<file path="config.mk">
export PLATFORM = sky130hd
export DESIGN_NAME = seq_restoring_divider
export DESIGN_NICKNAME = d
export VERILOG_FILES = /design/src/rtl/seq_restoring_divider.sv
export SDC_FILE = /design/constraint.sdc
export NUM_CORES = 1
export LEC_CHECK = 0
export CAP_MARGIN = 20
export CORE_MARGIN = 5
export CORE_UTILIZATION = 55
export CTS_BUF_LIST = sky130_fd_sc_hd__clkbuf_4 sky130_fd_sc_hd__clkbuf_8
export DETAILED_ROUTE_END_ITERATION = 7
export MAX_ROUTING_LAYER = met4
export PLACE_DENSITY = 0.81
export RECOVER_POWER = 25
export SYNTH_ARGS = -nofsm -noshare
export SYNTH_HDL_FRONTEND = slang
export SYNTH_SLANG_ARGS = --single-unit
export TNS_END_PERCENT = 30
</file>
<file path="constraint.sdc">
create_clock -name clk -period 2.3 [get_ports clk]
set_input_delay 0.46 -clock clk [delete_from_list [all_inputs] [get_ports clk]]
set_output_delay 0.46 -clock clk [all_outputs]
set_load 0.1 [all_outputs]
</file>
<file path="src/rtl/seq_restoring_divider.sv">
`default_nettype none
// +----------------------------------------------------------------------------+
// | Module      : seq_restoring_divider                                        |
// | Description : Multi-cycle unsigned restoring divider. Divides a 2*WIDTH-bit |
// |               dividend by a WIDTH-bit divisor, one quotient bit per clock, |
// |               with valid/ready handshakes on both sides. Divide-by-zero    |
// |               and quotient-overflow cases return forced results.           |
// |               Optional macro DIV_FAST_EXCEPT_EN: exception cases skip the  |
// |               iteration phase and complete on the accepting edge.          |
// | Revision    : 1.0 - initial release                                        |
// +----------------------------------------------------------------------------+
module seq_restoring_divider #(
  parameter int WIDTH = 4
) (
  input  logic               clk,
  input  logic               rst_n,
  input  logic               in_valid,
  output logic               in_ready,
  input  logic [2*WIDTH-1:0] dividend,
  input  logic [WIDTH-1:0]   divisor,
  output logic               out_valid,
  input  logic               out_ready,
  output logic [WIDTH-1:0]   quotient,
  output logic [WIDTH-1:0]   remainder,
  output logic               div_zero,
  output logic               ovf
);

  localparam int c_cnt_w = $clog2(WIDTH + 1);

  typedef enum logic [1:0] {
    ST_IDLE = 2'd0,
    ST_BUSY = 2'd1,
    ST_DONE = 2'd2
  } state_t;

  state_t             r_state;
  state_t             w_state_next;
  logic [WIDTH:0]     r_p;        // partial remainder, one bit wider than divisor
  logic [WIDTH-1:0]   r_q;        // quotient bits collected so far
  logic [WIDTH-1:0]   r_shift;    // low dividend half, consumed MSB first
  logic [WIDTH-1:0]   r_lo;       // untouched low dividend half for the /0 result
  logic [WIDTH-1:0]   r_dvs;
  logic [c_cnt_w-1:0] r_cnt;

  logic               w_div_zero;
  logic               w_ovf;
  logic               w_last;
  logic [WIDTH:0]     w_p_shift;
  logic               w_ge;
  logic [WIDTH:0]     w_p_next;
  logic [WIDTH-1:0]   w_q_next;

  // Exception classification of the operands currently on the input port
  assign w_div_zero = (divisor == '0);
  assign w_ovf      = !w_div_zero && (dividend[2*WIDTH-1:WIDTH] >= divisor);

  // One restoring step: shift in the next dividend bit, compare and subtract
  // at WIDTH+1 bits so the comparison never wraps
  assign w_last    = (r_cnt == c_cnt_w'(WIDTH - 1));
  assign w_p_shift = {r_p[WIDTH-1:0], r_shift[WIDTH-1]};
  assign w_ge      = (w_p_shift >= {1'b0, r_dvs});
  assign w_p_next  = w_ge ? (w_p_shift - {1'b0, r_dvs}) : w_p_shift;
  assign w_q_next  = WIDTH'({r_q, w_ge});

  assign in_ready  = (r_state == ST_IDLE);
  assign out_valid = (r_state == ST_DONE);

  // State register
  always_ff @(posedge clk or negedge rst_n) begin
    if (!rst_n) r_state <= ST_IDLE;
    else        r_state <= w_state_next;
  end

  // Next-state logic: IDLE -> BUSY -> DONE -> IDLE
  always_comb begin
    w_state_next = r_state;
    case (r_state)
      ST_IDLE: begin
        if (in_valid) begin
`ifdef DIV_FAST_EXCEPT_EN
          w_state_next = (w_div_zero || w_ovf) ? ST_DONE : ST_BUSY;
`else
          w_state_next = ST_BUSY;
`endif
        end
      end
      ST_BUSY: if (w_last)    w_state_next = ST_DONE;
      ST_DONE: if (out_ready) w_state_next = ST_IDLE;
      default:                w_state_next = ST_IDLE;
    endcase
  end

  // Datapath: operand capture, iteration, and result/flag registers
  always_ff @(posedge clk or negedge rst_n) begin
    if (!rst_n) begin
      r_p       <= '0;
      r_q       <= '0;
      r_shift   <= '0;
      r_lo      <= '0;
      r_dvs     <= '0;
      r_cnt     <= '0;
      quotient  <= '0;
      remainder <= '0;
      div_zero  <= 1'b0;
      ovf       <= 1'b0;
    end else begin
      case (r_state)
        ST_IDLE: begin
          if (in_valid) begin
            r_p      <= {1'b0, dividend[2*WIDTH-1:WIDTH]};
            r_q      <= '0;
            r_shift  <= dividend[WIDTH-1:0];
            r_lo     <= dividend[WIDTH-1:0];
            r_dvs    <= divisor;
            r_cnt    <= '0;
            div_zero <= w_div_zero;
            ovf      <= w_ovf;
`ifdef DIV_FAST_EXCEPT_EN
            // Exceptions finish immediately, so the forced result is loaded now
            if (w_div_zero || w_ovf) begin
              quotient  <= '1;
              remainder <= w_div_zero ? dividend[WIDTH-1:0] : '0;
            end
`endif
          end
        end
        ST_BUSY: begin
          r_p     <= w_p_next;
          r_q     <= w_q_next;
          r_shift <= r_shift << 1;
          r_cnt   <= r_cnt + c_cnt_w'(1);
          if (w_last) begin
            if (div_zero) begin
              quotient  <= '1;
              remainder <= r_lo;
            end else if (ovf) begin
              quotient  <= '1;
              remainder <= '0;
            end else begin
              quotient  <= w_q_next;
              remainder <= w_p_next[WIDTH-1:0];
            end
          end
        end
        default: ;  // DONE holds the result until it is taken
      endcase
    end
  end

endmodule
`default_nettype wire
</file>
==> Word level (Yosys, flattened, before mapping) <==
Cells that the tools add are included.
{ "word_totals": {"reg_bits": 34, "out_inout_bits": 12, "word_cells": 47} }
{ "classes": {"n_addsub": 2, "magnitude_cmp": 2, "eq_ne": 6, "mux": 17, "reduce_logical": 9} }
{ "ops": {"columns": ["operator", "n"], "rows": [
  ["$mux 4", 7],
  ["$pmux 4 s2", 2],
  ["$pmux 3 s2", 2],
  ["$mux 2", 3],
  ["$mux 3", 2],
  ["$pmux 2 s3", 1],
  ["$reduce_and 2->1", 3],
  ["$ge 5x4->1", 1],
  ["$ge 4x4->1", 1],
  ["$logic_not 4->1", 1],
  ["$ne 2x2->1 const B", 2],
  ["$sub 4x4->4", 1],
  ["$add 3x1->3 const B", 1],
  ["$eq 3x2->1 const B", 1],
  ["$reduce_and 3->1", 1],
  ["$eq 2x1->1 const B", 1],
  ["$eq 2x2->1 const B", 1],
  ["$logic_not 2->1", 1],
  ["$ne 2x1->1 const B", 1],
  ["$reduce_bool 2->1", 1],
  ["$logic_and 1x1->1", 1],
  ["$logic_not 1->1", 1]
]} }

==> Longest topological paths before layout <==
Gate-level depths: netlist of run 1.
{ "logic_depth": {"depth_word": 4, "ltp_mapped": 7, "depth_no_buf": 7} }

==> Worst setup path before layout of run 1 <==
No wires, ideal clock.
{ "synth_path": {"kind": "reg-to-output", "start": "reg r_state[0]", "end": "out in_ready", "arrival_ns": 1.692, "t_required_ns": 1.840, "slack_ns": 0.148, "stages_incl_launch_ff": 2, "n_path_buf": 0, "path_cell_list": "dfrtp_1 > nor2_1"} }
{ "synth_between": {"elab_chain_cells": 1} }
{ "synth_lines": {"columns": ["item", "line_no", "source"], "rows": [
  ["start: declaration", "37", "state_t r_state;"],
  ["start signal: assignment", "72", "else r_state <= w_state_next;"],
  ["$logic_not 2->1", "66", "assign in_ready = (r_state == ST_IDLE);"],
  ["end: declaration", "18", "output logic in_ready,"]
]} }
No other way between the ends.

==> Worst setup path in the final report of run 1 <==
{ "layout_path": {"start": "reg r_shift[3]", "end": "reg r_p[2]"} }
{ "layout_between": {"elab_chain_cells": 3, "elab_cells_between_ends": 4, "classes_between": "add/sub (1); order compare (1); mux (2)"} }
{ "layout_lines": {"columns": ["item", "line_no", "source"], "rows": [
  ["start: declaration", "41", "logic [WIDTH-1:0] r_shift;"],
  ["start signal: assignment", "113", "r_shift <= dividend[WIDTH-1:0];"],
  ["start signal: assignment", "131", "r_shift <= r_shift << 1;"],
  ["$sub 4x4->4 / $ge 5x4->1 (equally long branches)", "63, 62", null],
  ["$mux 4 (*)", "63", "assign w_p_next = w_ge ? (w_p_shift - {1'b0, r_dvs}) : w_p_shift;"],
  ["$pmux 4 s2 (*)", "108", "case (r_state)"],
  ["end signal: assignment", "111", "r_p <= {1'b0, dividend[2*WIDTH-1:WIDTH]};"],
  ["end signal: assignment", "129", "r_p <= w_p_next;"],
  ["end: declaration", "39", "logic [WIDTH:0] r_p;"]
]} }
Mark *: on every way between the ends. The rest lies on a longest branch, timed or not.
A chain may end at the register's enable or synchronous reset.

==> run summary, run 1 <==
The flow ran to the end, and the final reports show no timing, DRC or antenna violations. Final critical-path share of the clock period: 0.831. The tools report the number of endpoints failing setup at the final stage as 0. In the synthesized netlist, the number of instances is 194. The clock passes through at most 2 buffers. The initial antenna violation count is 0, and the cell area after synthesis is 1770 um2.

Fraction of layout cells with a size suffix above 1: 0.124. On the final layout, the worst clock skew is 0.0181 ns. The proportion of netlist area held by the largest area contributor was 0.482; the worst path setup slack after routing was 0.388 ns. Clock-pin slew was measured on the worst setup and hold paths at 0.11 ns. The routed wirelength normalized by instance count is 14.9 um.

The cell with the most instances after synthesis is nand2_1. The async set-reset flop share out of synthesis was 1.00; the placed wire-length estimate was 3010 um. For the total DRC errors in the routed layout, the log shows 0. Yosys printed 0 warnings. The number of global-route vias before repair was 1437.

The run gives 0.444 as the worst max-slew margin expressed relative to the limit. The tool flagged a number of max-cap violations equal to 0. The wire length of the first global-routing pass came out at 6710 um. In this run the number of H-tree levels came out at 2.

The arrival time at the worst endpoint is 2.16 ns. TritonCTS built the clock tree. The critical path is of the flop to flop type. The worst min-delay path category is flop to flop. The run gives 0 ns as the accumulated negative setup slack.

Once layout is done, the placed cells without fillers occupy 2120 um2. The run gives 1492 as the vias after detailed routing. Count of pins over their slew limit: 0. Per-cell via count in the routed design: 5.53. The first detailed-routing pass took 4 iterations. The die boundary height was 66.7 um. The run gives 250 as the total of fill cells in the finished design.

The endpoint kind of the worst setup timing path is a flop. Of all cell types, the one taking the most synthesized area is dfrtp_1. The logs give 37 for the number of distinct standard cells referenced by the synthesized netlist and 221 for the post-synthesis net count.

The die covers 4440 um2. The synthesis-stage register bit count works out to 34. For the detailed-route wire length, the log shows 4030 um. Row count: 20. Ranked by total cell area, the synthesized netlist is headed by dfrtp_1 (48%), nand2_1 (8.7%), ha_1 (7.1%), a21oi_1 (3.4%), inv_1 (3.2%).

In this run, CTS created clock tree buffers numbering 5. The setup fix buffers added after clock tree synthesis came out at 0. The clock period minus final worst setup slack works out to 1.91 ns. For this run, the post-layout net count is 253. For this run, the top clock speed supported by timing is 0.523 GHz. The antenna diode count was 0. For this run the aggregate overflow at the end of global routing stands at 0. The area of the core region is 3080 um2, and the count of pins on the block boundary is 28. The run gives 119 as the number of DRC markers after the initial detailed-route iteration.

The number of gates resized after CTS was 0. Measured along the x axis, the die boundary spans 66.7 um. Area occupied by registers: 851 um2. The synthesis-to-finish area growth is 20.0%, and the number of sinks driven by the clock tree is 34. The insertion delay of the later-clocked pin in the worst-skew pair is 0.35 ns, and the largest net degree at the start of global routing is 35. For the pin with the worst max-slew slack, the measured transition is 0.834 ns. The tools report the number of failing hold endpoints at the final stage as 0. The portion of the post-synthesis area used by sequential elements is 0.482. For the combined global-route utilization of all metal layers, the log shows 0.208. Buffers placed on the I/O ports in this run total 27.

Setup repair after global routing left no endpoint under its margin. By count the netlist is led by nand2_1 (41), dfrtp_1 (34), inv_1 (15). Prior to clock tree synthesis, the placed netlist has a worst setup slack of 0.306 ns. For the instance area at placement, the log shows 2070 um2. At the worst endpoint, the required time is 2.55 ns. In this run the worst path has a maximum fanout of 3.

The average footprint of a synthesized cell is 9.10 um2. The worst setup path is launched from a flop. Count of flip-flops with a built-in enable after synthesis: 0. The clock root buffer master is clkbuf_4. Once detail routing completed, the nets flagged for antenna violations numbered 0. At the end of routability-driven placement, the weighted congestion stood at 0.892. For the area used by multi-input combinational logic, the log shows 818 um2. The starting density of the core was 0.574. The dominant synthesized flop cell was dfrtp_1. The number of hold buffers added after cts is 0.
[critical path, cell delays in order, from the launching register on]
cell,delay (ns)
dfrtp_1,0.41
inv_1,0.12
ha_1,0.20
inv_1,0.06
fa_1,0.37
xor2_1,0.25
and3b_1,0.21
o31ai_1,0.19
[state kept, by name, indices dropped and copies added (netlist names)]
name and count:
quotient 4, r_p 4, div_zero 1, r_q 3, r_shift 4, r_cnt 3, r_state 2, r_lo 4
ovf 1, r_dvs 4, remainder 4
[routing by layer]
| layer | track usage | routed length [um] | vias up |
|---|---|---|---|
| met5 | - | 0 | - |
| li1 | - | - | 721 |
| met2 | 0.312 | 1870 | 64 |
| met1 | 0.271 | 1740 | 697 |
| met4 | 0.0812 | 89 | 0 |
| met3 | 0.0540 | 322 | 10 |
[cell families after synthesis]
family,Yosys count,synth area share
AO/OA/AOI/OAI,39,0.145
XOR/XNOR,1,0.00496
adder cells (fa/ha/maj),11,0.0822
buffers and inverters,24,0.0546
flip-flops,34,0.482
multiplexers,2,0.0120
AND/OR/NAND/NOR,83,0.220
[per-stage QoR]
| stage | util | std cells | hold slack [ns] |
|---|---|---|---|
| 6_report | 0.688 | 270 | 0.489 |
| 5_1_grt | 0.688 | 270 | 0.519 |
| 4_1_cts | 0.689 | 270 | 0.490 |
| 3_5_place_dp | 0.674 | 263 | 0.467 |
| 3_3_place_gp | 0.674 | 263 | 0.461 |
| 2_1_floorplan | - | 194 | 0.164 |
[cell usage in the layout (no fill, tap or decap), types with 2 or more instances in the layout]
cell             netlist  layout
inv_1                 15      15
nand3_1                9       9
and2_1                 2       2
o31ai_1                4       4
a211o_1                3       3
ha_1                  10      10
clkbuf_4               0       5
a21oi_1               12      12
nand4_1                2       2
and3_1                 2       2
o21ai_0                9       9
nand2b_1               4       4
nor2_1                12      12
buf_4                  0      18
nor3_1                 2       2
clkdlybuf4s50_1        0      14
clkinv_2               0       2
o22a_1                 4       4
nand2_1               41      41
dfrtp_1               34      34
nor2b_1                2       2
[final timing paths]
check,cells after the start,endpoint,from,slack [ns]
worst min-delay path,2,r_shift[2]$_DFFE_PN0P_,r_shift[2]$_DFFE_PN0P_,0.49
min in group asynchronous,2,quotient[3]$_DFFE_PN0P_,rst_n,0.72
worst min register to register,2,r_shift[2]$_DFFE_PN0P_,r_shift[2]$_DFFE_PN0P_,0.49
max in group asynchronous,2,r_cnt[1]$_DFFE_PN0P_,rst_n,1.04
worst max register to register,7,r_p[2]$_DFFE_PN0P_,r_shift[3]$_DFFE_PN0P_,0.39
worst max-delay path,7,r_p[2]$_DFFE_PN0P_,r_shift[3]$_DFFE_PN0P_,0.39
[cell type report]
cell class / instances / area share
clock inverters: 2 / 0.00473
flip-flops and latches: 34 / 0.402
inverters: 15 / 0.0266
well taps: 44 / 0.0260
clock buffers: 5 / 0.0177
repair buffers: 34 / 0.137
multi-input cells: 136 / 0.386
Power of run 1 is not shown: default switching activity piles up to over one toggle a cycle in this logic, so the estimate is an artifact.
==> inputs of run 2 (changes only) <==
clock period = 1.8 ns   (was 2.3 ns; I/O delays follow)
==> run summary, run 2 (synthesis gave the netlist of run 1 again) <==
The count of pins on the block boundary was 28 (unchanged); the clock edge transition at the registers on the reported setup and hold paths was 0.11 ns (about the same). Worst max-slew margin expressed relative to the limit: 0.451 (+0.00677). The run gives 1663 (+11%) as the vias after detailed routing. The run finished with clean final reports. The number of endpoints failing setup at the final stage came out at 0 (unchanged). The tree is rooted in a clkbuf_4. The wire length of the first global-routing pass was 7540 um (+12%).

The logs give 20 (unchanged) for the row count and 0 (unchanged) for the final global-route overflow total. The H-tree depth reported by CTS was 2 (unchanged); the number of detailed-route iterations in the first pass was 4 (unchanged). The starting density of the core is 0.574 (unchanged).

The required time of the critical path is 2.05 ns (-0.50 ns), and the area of the core region is 3080 um2 (unchanged). In the layout the commonest cells are nand2_1 (41), dfrtp_1 (33), buf_4 (16). The run gives 0 (unchanged) as the number of nets with antenna violations after routing.

Minimum hold slack: 0.495 ns (+0.00602 ns). Leading cell type in the layout, fill and taps excluded: nand2_1. The summed area of non-filler cells in the final layout is 2470 um2 (+17%). The tools report the total DRC errors in the routed layout as 0 (unchanged). The count of pins over their slew limit was 0 (unchanged); the number of buffers created by CTS was 5 (unchanged).

Final critical-path share of the clock period: 0.993 (+0.162). The met2 usage in global routing was 0.368 (+0.0557); the number of sinks driven by the clock tree was 34 (unchanged). The tools report the detailed-route wire length as 4750 um (+18%). The tools report the weighted congestion reported at the end of routability-driven placement as 0.892 (about the same). The run gives 35 (unchanged) as the largest net degree at the start of global routing. The arrival time at the worst endpoint was 2.04 ns (-0.12 ns); the instance area at placement was 2270 um2 (+9.5%). The number of DRC markers after the initial detailed-route iteration was 216 (+82%); the routed wirelength normalized by instance count was 16.9 um (+13%).

The antenna diode count is 0 (unchanged), and the global-route met1 utilization is 0.296 (+0.0253). The tightest min-delay check is of the flop to flop type. After global routing, the most crowded layer is met2.

The run gives 281 (+4.1%) as the number of standard cells in the layout, taps in and fillers out. The worst setup path is captured at a flop. TritonCTS built the clock tree. Class of the most critical setup path: flop to flop.

The synthesis-to-finish area growth was 40.0%; the insertion delay of the later-clocked pin in the worst-skew pair was 0.35 ns (about the same). The accumulated negative setup slack was 0 ns (unchanged); the post-placement cell count was 269 (+2.3%). The per-cell via count in the routed design was 5.92 (+7.1%).

Number of port buffers: 27 (unchanged). Die footprint: 4440 um2 (unchanged). The fraction of layout cells with a size suffix above 1 was 0.228 (+0.104); the combined global-route utilization of all metal layers was 0.233 (+0.0248). The number of global-route vias before repair is 1650 (+15%).

The tools report the sort of element at the start of the critical path as a flop. The worst clock skew came out at 0.00365 ns (-0.0144 ns). The die boundary height was 66.7 um (unchanged). The tools report the met3 demand-to-capacity share in global routing as 0.0590 (+0.00506).

The clock period minus final worst setup slack works out to 1.79 ns (-0.124 ns). The initial antenna violation count came out at 0 (unchanged). The number of nets in the final layout came out at 263 (+4.0%). Setup repair after global routing could not meet its margin everywhere. The tools report the number of failing hold endpoints at the final stage as 0 (unchanged).

The number of buffers between clock root and the deepest sink is 2 (unchanged), and the worst-margin pin slew is 0.824 ns (-0.0102 ns). The highest net fanout along the worst path was 5 (+2); the max-capacitance violation count was 0 (unchanged). For the number of hold buffers added after cts, the log shows 0 (unchanged). The die span in x came out at 66.7 um (unchanged). For the placed wire-length estimate, the log shows 3270 um (+8.4%).

The maximum clock frequency came out at 0.559 GHz (+6.9%).
run 2: worst paths after layout:
path,slack [ns],to,depth (start not counted),from
max in group asynchronous,0.61,r_p[0]$_DFFE_PN0P_,2,rst_n
min,0.49,r_shift[2]$_DFFE_PN0P_,2,r_shift[2]$_DFFE_PN0P_
max reg2reg,0.01,r_p[0]$_DFFE_PN0P_,6,r_dvs[0]$_DFFE_PN0P_
min in group asynchronous,0.63,quotient[3]$_DFFE_PN0P_,2,rst_n
max,0.01,r_p[0]$_DFFE_PN0P_,6,r_dvs[0]$_DFFE_PN0P_
min reg2reg,0.49,r_shift[2]$_DFFE_PN0P_,2,r_shift[2]$_DFFE_PN0P_
run 2: area by class of cell:
cell class / instances / area [um2]
clock buffer: 5 / 37.5
clock inverter: 3 / 68.8
fill: 182 / 606
inverter: 15 / 56.3
multi-input combinational: 136 / 887
sequential: 34 / 852
tap: 44 / 55.1
timing repair buffer: 44 / 515
run 2: routing by layer:
layer | part of all wire | wire length [um] | vias up
li1 | - | - | 746
met1 | 0.41 | 1920 | 812
met2 | 0.48 | 2300 | 95
met3 | 0.088 | 418 | 10
met4 | 0.022 | 104 | 0
met5 | 0 | 0 | -
run 2: metrics by stage:
stage | util | setup slack [ns]
floorplan | - | -0.00763
global placement | 0.738 | 0.00783
detailed placement | 0.738 | -0.0758
CTS | 0.776 | 0.00223
global route | 0.803 | -0.0972
finish | 0.803 | 0.0118
run 2: repair_timing:
action	4_1_cts	5_1_grt
pin swaps	1	5
setup endpoints to repair	1	8
setup buffers	0	4
gates resized for setup	2	12
gates cloned	0	0
run 2: worst max-delay path: stages, from the launching register on:
cell and delay, ns:
dfrtp_1 0.44, ha_4 0.30, nor2b_2 0.04, o211ai_1 0.41, buf_4 0.23, a21oi_2 0.05
o31ai_1 0.22
Power of run 2 is left out for the same reason.
==> inputs of run 3 (changes only) <==
MAX_ROUTING_LAYER = not set   (was met4)
PLACE_DENSITY = 0.82   (was 0.81)
==> run summary, run 3 (synthesis gave the netlist of run 1 again) <==
Insertion delay of the later-clocked pin in the worst-skew pair: 0.34 ns (about the same). Initial antenna violation count: 0 (unchanged). The number of endpoints failing setup at the final stage came out at 0 (unchanged).

The row count is 20 (unchanged). The tools report the number of global-route vias before repair as 1562 (-5.3%). The library cells used most frequently in the layout, excluding fill and tap cells, are nand2_1 (41), dfrtp_1 (33), inv_1 (15). The die boundary height was 66.7 um (unchanged); the number of buffers between clock root and the deepest sink was 2 (unchanged). The combined global-route utilization of all metal layers was 0.227 (-0.00560); the number of buffers created by CTS was 5 (unchanged).

For the H-tree depth reported by CTS, the log shows 2 (unchanged). The sum of buffers and inverters on the critical path is 2 (+1), and the die span in x is 66.7 um (unchanged). For the max-capacitance violation count, the log shows 0 (unchanged). The total DRC errors in the routed layout is 0 (unchanged), and the number of DRC markers after the initial detailed-route iteration is 181 (-16%).

The starting density of the core is 0.574 (unchanged), and the count of pins over their slew limit is 0 (unchanged). The critical path goes through inv_1 -> ha_1 -> inv_1 -> fa_1 -> xor2_1 -> and3b_1 -> o31ai_1. Leaving out fill and tap cells, the most frequent cell in the layout is nand2_1. The number of sinks driven by the clock tree was 34 (unchanged); the vias after detailed routing was 1566 (-5.8%).

The tools report the utilization of the core after routing as 0.756 (-0.0472). STA classifies the critical path endpoint as a flop. For the largest net degree at the start of global routing, the log shows 35 (unchanged). The clock edge transition at the registers on the reported setup and hold paths came out at 0.10 ns (about the same). The die footprint was 4440 um2 (unchanged). The class of the most critical setup path was flop to flop. The stage delay of the slowest cell on the critical path works out to 0.39 ns (-0.05 ns).

The family with the most delay on the worst path is adder cells. The area occupied by registers is 852 um2 (unchanged). The synthesis-to-finish area growth works out to 31.8%. TritonCTS built the clock tree. The placed wire-length estimate came out at 3300 um (+1.0%).

The standard cell with the maximum stage delay on the critical path is dfrtp_1. The wire length of the first global-routing pass is 7470 um (-0.91%), and the minimum hold slack is 0.486 ns (-0.00881 ns). The fraction of layout cells with a size suffix above 1 was 0.159 (-0.0684); the number of nets in the final layout was 259 (-1.5%). The clock period minus final worst setup slack was 1.75 ns (-0.0361 ns).

The tools report the area used by multi-input combinational logic as 826 um2 (-6.9%). The sort of element at the start of the critical path was a flop. The final critical-path share of the clock period works out to 0.973 (-0.0201). Setup repair after global routing could not meet its margin everywhere. The routed wirelength normalized by instance count came out at 15.8 um (-6.4%). The run gives 2.00 ns (-0.04 ns) as the arrival time at the worst endpoint.

The worst hold path belongs to the class flop to flop. The worst max-slew margin expressed relative to the limit came out at 0.441 (-0.00905). The highest net fanout along the worst path is 3 (-2). The flow ran to the end, and the final reports show no timing, DRC or antenna violations. The internal reg-to-reg setup slack came out at 0.05 ns (+0.04 ns).

The number of port buffers came out at 27 (unchanged). The antenna diode count is 0 (unchanged), and the count of pins on the block boundary is 28 (unchanged). The total of fill cells in the finished design is 227 (+25%). Most repeated library cell on the critical path: inv_1. The worst-margin pin slew is 0.838 ns (+0.0136 ns), and the weighted congestion reported at the end of routability-driven placement is 0.852 (-4.4%). The logs give 0 (unchanged) for the number of failing hold endpoints at the final stage and 0 (unchanged) for the number of nets with antenna violations after routing.

The required time of the critical path was 2.05 ns (about the same); the area of the core region was 3080 um2 (unchanged). Maximum clock frequency: 0.571 GHz (+2.1%). For the worst clock skew, the log shows 0.00731 ns (+0.00366 ns). The final global-route overflow total came out at 0 (unchanged). The detailed-route wire length was 4360 um (-8.1%); the number of detailed-route iterations in the first pass was 4 (unchanged). The per-cell via count in the routed design was 5.67 (-4.1%).

The tree is rooted in a clkbuf_4.
-- run 3: cell types whose count changed in the layout (fill, tap and decap cells not counted), sizes merged --
| cell | delta |
|---|---|
| clkinvlp | +1 |
| bufinv | -2 |
| clkbuf | +1 |
| clkinv | -1 |
| buf | -4 |
-- run 3: timing repair --
item,CTS,global route
hold buffers,0,0
setup buffers,0,0
gates resized for setup,0,3
setup endpoints to repair,0,8
-- run 3: per-stage QoR --
stage	TNS, ns	std cells	worst slack (ns)	instance area (um2)
4_1_cts	0	276	0.0158	2320
2_1_floorplan	-0.0228	194	-0.00763	1770
6_report	0	276	0.0479	2330
3_5_place_dp	-0.163	269	-0.0900	2270
5_1_grt	-0.249	276	-0.0915	2330
3_3_place_gp	-0.0240	269	-0.0240	2270
-- run 3: area by class of cell --
| type | count | share of cell area |
|---|---|---|
| flip-flops and latches | 34 | 0.366 |
| multi-input cells | 136 | 0.355 |
| repair buffers | 40 | 0.209 |
| inverters | 15 | 0.0242 |
| well taps | 44 | 0.0237 |
| clock buffers | 6 | 0.0194 |
| clock inverters | 1 | 0.00323 |
-- run 3: tightest hold or removal path: cells and delay by family (launching register included) --
family,cells,cell delay (ns)
flip-flops,1,0.35
AND/OR/NAND/NOR,2,0.10
-- run 3: layer usage --
metal / vias to the layer above / track usage / wire length, um
met1: 748 / 0.290 / 1800
met2: 70 / 0.371 / 2100
met4: 0 / 0.0685 / 85
li1: 739 / - / -
met5: - / 0 / 0
met3: 9 / 0.0675 / 382
-- run 3: worst paths after layout --
| check | end | from | depth (start not counted) |
|---|---|---|---|
| min in group asynchronous | quotient[0]$_DFFE_PN0P_ | rst_n | 2 |
| max in group asynchronous | r_p[0]$_DFFE_PN0P_ | rst_n | 2 |
| hold reg to reg | r_shift[0]$_DFFE_PN0P_ | r_shift[0]$_DFFE_PN0P_ | 2 |
| hold / removal | r_shift[0]$_DFFE_PN0P_ | r_shift[0]$_DFFE_PN0P_ | 2 |
| setup reg to reg | r_p[2]$_DFFE_PN0P_ | r_shift[3]$_DFFE_PN0P_ | 7 |
| setup / recovery | r_p[2]$_DFFE_PN0P_ | r_shift[3]$_DFFE_PN0P_ | 7 |
Power of run 3 is left out for the same reason.
